**src/rtl/scan_mux.sv**
```systemverilog
// scan_mux: registered N-to-1 multiplexer (N = 2**SW) of W-bit channels with a
// valid/ready output handshake and two select modes: direct (S picks the
// channel) and auto-scan (an internal channel counter walks the channels).
// Channel selection is a one-hot decode of the selected index, ANDed with each
// channel and OR-reduced per bit.
//
// Optional build macro SCAN_MASK_EN: adds input M (one bit per channel). In
// scan mode the counter skips channels whose M bit is clear. If M is all zero,
// nothing is captured in scan mode.
module scan_mux #(
  parameter int SW = 5,
  parameter int W  = 1
) (
  input  logic                   CLK,
  input  logic                   RST,
  input  logic [(1<<SW)*W-1:0]   I,
  input  logic [SW-1:0]          S,
  input  logic                   MODE,
  input  logic                   LD,
  input  logic                   EN,
`ifdef SCAN_MASK_EN
  input  logic [(1<<SW)-1:0]     M,
`endif
  output logic [W-1:0]           Y,
  output logic [SW-1:0]          CH,
  output logic                   Y_VALID,
  input  logic                   Y_READY
);

  localparam int N = 1 << SW;

  logic [W-1:0]  y_q, y_d;
  logic [SW-1:0] ch_q, ch_d;
  logic          valid_q, valid_d;
  logic [SW-1:0] cnt_q, cnt_d;

  logic [SW-1:0] sel;
  logic [SW-1:0] sel_inc;
  logic          sel_ok;
  logic [N-1:0]  dec;
  logic [W-1:0]  mux_y;
  logic          xfer;
  logic          free;
  logic          cap;

`ifdef SCAN_MASK_EN
  logic [SW-1:0] idx;

  // Pick the selected channel; in scan mode, search circularly from the counter
  // for the first unmasked channel (descending loop so the nearest one wins).
  always_comb begin
    sel    = S;
    sel_ok = 1'b1;
    idx    = '0;
    if (!LD && MODE) begin
      sel    = cnt_q;
      sel_ok = 1'b0;
      for (int i = N - 1; i >= 0; i--) begin
        idx = cnt_q + SW'(i);
        if (M[idx]) begin
          sel    = idx;
          sel_ok = 1'b1;
        end
      end
    end
  end
`else
  // Pick the selected channel: a load or direct mode uses S, scan uses the counter.
  always_comb begin
    sel    = S;
    sel_ok = 1'b1;
    if (!LD && MODE) begin
      sel = cnt_q;
    end
  end
`endif

  assign sel_inc = sel + SW'(1);

  // One-hot decode of the selected index; exactly one bit is ever high.
  always_comb begin
    dec      = '0;
    dec[sel] = 1'b1;
  end

  // AND each channel with its decoder line and OR-reduce into the mux output.
  always_comb begin
    mux_y = '0;
    for (int k = 0; k < N; k++) begin
      mux_y = mux_y | (I[k*W +: W] & {W{dec[k]}});
    end
  end

  assign xfer = valid_q & Y_READY;
  assign free = ~valid_q | xfer;
  assign cap  = EN & free & sel_ok;

  // Next-state for the output register and the scan counter.
  always_comb begin
    y_d     = y_q;
    ch_d    = ch_q;
    valid_d = valid_q;
    cnt_d   = cnt_q;

    if (cap) begin
      y_d     = mux_y;
      ch_d    = sel;
      valid_d = 1'b1;
    end else if (xfer) begin
      valid_d = 1'b0;
    end

    // A load always wins; otherwise only a scan-mode capture advances the
    // counter, to one past the channel just taken (wrapping modulo N).
    if (LD && cap) begin
      cnt_d = sel_inc;
    end else if (LD) begin
      cnt_d = S;
    end else if (MODE && cap) begin
      cnt_d = sel_inc;
    end
  end

  // State registers with synchronous reset that overrides any stall or scan.
  always_ff @(posedge CLK) begin
    if (RST) begin
      y_q     <= '0;
      ch_q    <= '0;
      valid_q <= 1'b0;
      cnt_q   <= '0;
    end else begin
      y_q     <= y_d;
      ch_q    <= ch_d;
      valid_q <= valid_d;
      cnt_q   <= cnt_d;
    end
  end

  assign Y       = y_q;
  assign CH      = ch_q;
  assign Y_VALID = valid_q;

endmodule
```
**config.mk**
```make
export PLATFORM = sky130hd
export DESIGN_NAME = scan_mux
export DESIGN_NICKNAME = d
export VERILOG_FILES = /design/src/rtl/scan_mux.sv
export SDC_FILE = /design/constraint.sdc
export NUM_CORES = 1
export LEC_CHECK = 0
export BUFFER_PORTS_ARGS = -buffer_cell sky130_fd_sc_hd__buf_2
export CAP_MARGIN = 20
export CORE_MARGIN = 4
export CORE_UTILIZATION = 33
export DETAILED_ROUTE_END_ITERATION = 16
export PLACE_DENSITY = 0.7
export SETUP_SLACK_MARGIN = 0.02
export SYNTH_ARGS = -nofsm -noshare
export SYNTH_HDL_FRONTEND = slang
export SYNTH_SLANG_ARGS = --single-unit
```
**constraint.sdc**
```tcl
create_clock -name CLK -period 3.4 [get_ports CLK]
set_input_delay 0.68 -clock CLK [delete_from_list [all_inputs] [get_ports CLK]]
set_output_delay 0.68 -clock CLK [all_outputs]
set_load 0.05 [all_outputs]
```
==> summary.txt <==
Detailed routing
  • Routed WL per cell: 15.01 um
  • DR pass1 iterations: 4
  • Detailed-route wire length: 2971 um
  • # DRC: 0
  • Post-detailed-route via-to-cell ratio: 5.495
  • Final ANT Viol Nets: 0
  • DR vias: 1088
  • Initial drt markers: 74

Worst setup path
  • Max FO, Critical Path: 10
  • CP cell instances: buf_2 -> nor2b_1 -> nor2_1 -> a21oi_1 -> inv_1 -> ha_1 -> a221o_1 -> a222oi_1 -> o22ai_1 -> o31a_1
  • Setup crit end kind: register
  • Crit Path Category: in2reg
  • Req. time, crit path: 3.58 ns
  • Critical path buffers and inverters: 2
  • Worst r2r path cells: 7
  • CP top delay family: compound AO/OA/AOI/OAI gates
  • Critical Path AT: 3.02 ns
  • CP max stage cell: nor2b_1
  • Critical path depth: 10
  • CP startpoint kind: primary input
  • Slowest stage delay, CP: 0.40 ns

Logic synthesis
  • Simple-Gate Fraction of Synth Area: 21.37%
  • Post-synth EDFFs: 0
  • Xor/xnor cell area share of the yosys netlist: 6.195%
  • Area fraction in compound gates after synthesis: 28.70%
  • Proportion of synthesized area in mux cells: 9.987%
  • Syn_nets: 166
  • Area leader, netlist: dfxtp_1
  • Yosys reg bits: 12
  • Cell Area, Synth: 989.7 sq um
  • Syn_area_per_cell: 8.179 sq um
  • Main synth FF type: dfxtp_1
  • Top area cells in the synthesized netlist: dfxtp_1, a211oi_1, nor2_1
  • Largest family of logic cells by synthesized area: compound AO/OA/AOI/OAI gates
  • Count of warnings emitted by yosys: 0
  • Synth top area share: 24.27%
  • Synth Area in Adders: 2.528%
  • Post-synthesis cell count: 121
  • FFs w/ async S/R, synth: 0%
  • Sequential share of the synthesized area: 24.27%
  • Netlist cell types: 41

Finish
  • Share of cells above drive strength 1: 35.33%
  • Ant diodes: 0
  • Area grow syn2layout: 28.45%
  • # fillers: 293
  • Most common cell after layout, fill and taps aside: buf_2
  • Sequential Area: 240.2 sq um
  • Combined area of the multi-input logic cells: 680.7 sq um
  • Design area: 0.001271 sq mm
  • Final cell count without fillers: 198
  • Most frequent cells in the layout: buf_2, nor2_1, dfxtp_1
  • Nets: 213

Status
  • Status: finished clean

Floorplanning
  • Die Y: 62.77 um
  • Ports: 50
  • Row count: 19
  • Initial Util: 35.28%
  • Die footprint: 0.003939 sq mm
  • Die Span X: 62.77 um
  • Core area: 0.002805 sq mm

GRT
  • Vias in the first global route: 1030
  • GRT Resource Usage Total: 15.15%
  • Grt ovf: 0
  • Initial antenna violation count: 0
  • First-pass GRT wire length: 4885 um
  • Pin count of the biggest net entering global routing: 19

STA
  • Setup repair after global routing missed its margin: false
  • Relative slew slack: 49.33%
  • Fin crit share: 83.74%
  • Final worst clock skew: 0.001157 ns
  • Max frequency: 0.3512 GHz
  • Fin. max-slew vios: 0
  • Fin Hold WS: 0.4986 ns
  • Final Hold Viols: 0
  • # setup viols final: 0
  • Measured slew at the worst slew-check pin: 0.7390 ns
  • Setup TNS: 0 ns
  • Min Tclk post-route: 2.847 ns

Clock tree
  • Clock slew at reported path FFs: 0.08 ns
  • Worst-skew pair later-pin latency: 0.28 ns
  • Clock tree sinks: 12
  • Max clock buf depth: 2
  • CTS Buf Count: 3
  • Post-CTS setup buffers: 0
  • CTS H-Tree Depth: 1
  • Clock Tree Root: clkbuf_4
  • CTS tree: yes
  • CTS resizes: 0
  • Post-CTS Hold Buffers: 0

Power
  • Pleak: 0.5921 nW
  • Power Total: 447.4 uW
  • Max VDD drop: 0.0002111 V
  • PD cells: 351.9 mW/mm^2

Hold path
  • Hold Path Depth: 2
  • Hold Crit Class: reg2reg

Placed design
  • Dpl cell area: 0.001235 sq mm
  • Post-Place Cells: 194
  • Placer Congestion: 0.8704
  • Port-buffer cells: 49
  • HPWL Detailed: 2343 um

Flow run
  • Max Cap Viol: 0
==> state kept, by name (all words and copies together), names as in the netlist <==
signal and cells:
cnt_q 5, Y_VALID 1, Y 1, CH 5
==> final timing paths <==
check                 from    end  slack [ns]
setup / recovery      MODE      Y        0.55
hold / removal       CH[2]  CH[2]        0.50
setup reg to reg  cnt_q[1]      Y        1.25
hold reg to reg      CH[2]  CH[2]        0.50
==> per-layer routing <==
metal / vias to the layer above / part of all wire [%] / track usage, %
li1: 545 / - / -
met1: 499 / 43 / 19.37
met2: 42 / 48 / 24.63
met3: 2 / 8.9 / 5.576
met4: 0 / 0.34 / 2.479
met5: - / 0 / 0
==> through the flow <==
step	util, %	worst slack, ns
3_3_place_gp	44.02	0.3882
3_5_place_dp	44.02	0.2924
6_report	45.32	0.5528
4_1_cts	45.32	0.5990
5_1_grt	45.32	0.3718
2_1_floorplan	-	0.5388
==> synthesized netlist by cell type (all sizes together) (2+ instances only) <==
cell    count
dfxtp      12
mux2i       6
a21oi       5
nor4b       2
and2        2
a222oi      2
a22oi       3
xor2        2
a211oi      9
nand2b      3
mux2        2
buf         5
a221oi      3
ha          2
nor2b       2
nand2      10
and3        2
a31oi       3
inv         6
o21ai       2
a221o       4
nor2       14
xnor2       5
nor3        2
clkbuf      3
==> cell type report <==
class / instances / area share (%)
Sequential cell: 12 / 18.90
Clock buffer: 4 / 2.854
Inverter: 6 / 1.772
Timing Repair Buffer: 50 / 19.88
Multi-Input combinational cell: 95 / 53.54
Tap cell: 31 / 3.051
==> logic make-up (layout without fill, tap and decap cells) <==
logic type / Yosys count / in the layout
and+or+nand+nor: 41 / 41
AOI/OAI and AO/OA: 37 / 37
buffers and inverters: 14 / 60
DFF: 12 / 12
muxes: 8 / 8
xor gates and xnor gates: 7 / 7
adders and majority gates: 2 / 2
==> power breakdown <==
part           switching, mW  internal (mW)
clock                 0.0541         0.0652
combinational         0.0962         0.0697
sequential           0.00921          0.153
total                  0.160          0.288
==> worst register-to-register path, cell delays in order, from the launching register on <==
cell      delay [ns]
dfxtp_1         0.34
a21oi_1         0.23
inv_1           0.08
ha_1            0.30
a221o_1         0.35
a222oi_1        0.30
o22ai_1         0.12
o31a_1          0.30
Power figures use the tool's default switching activity.
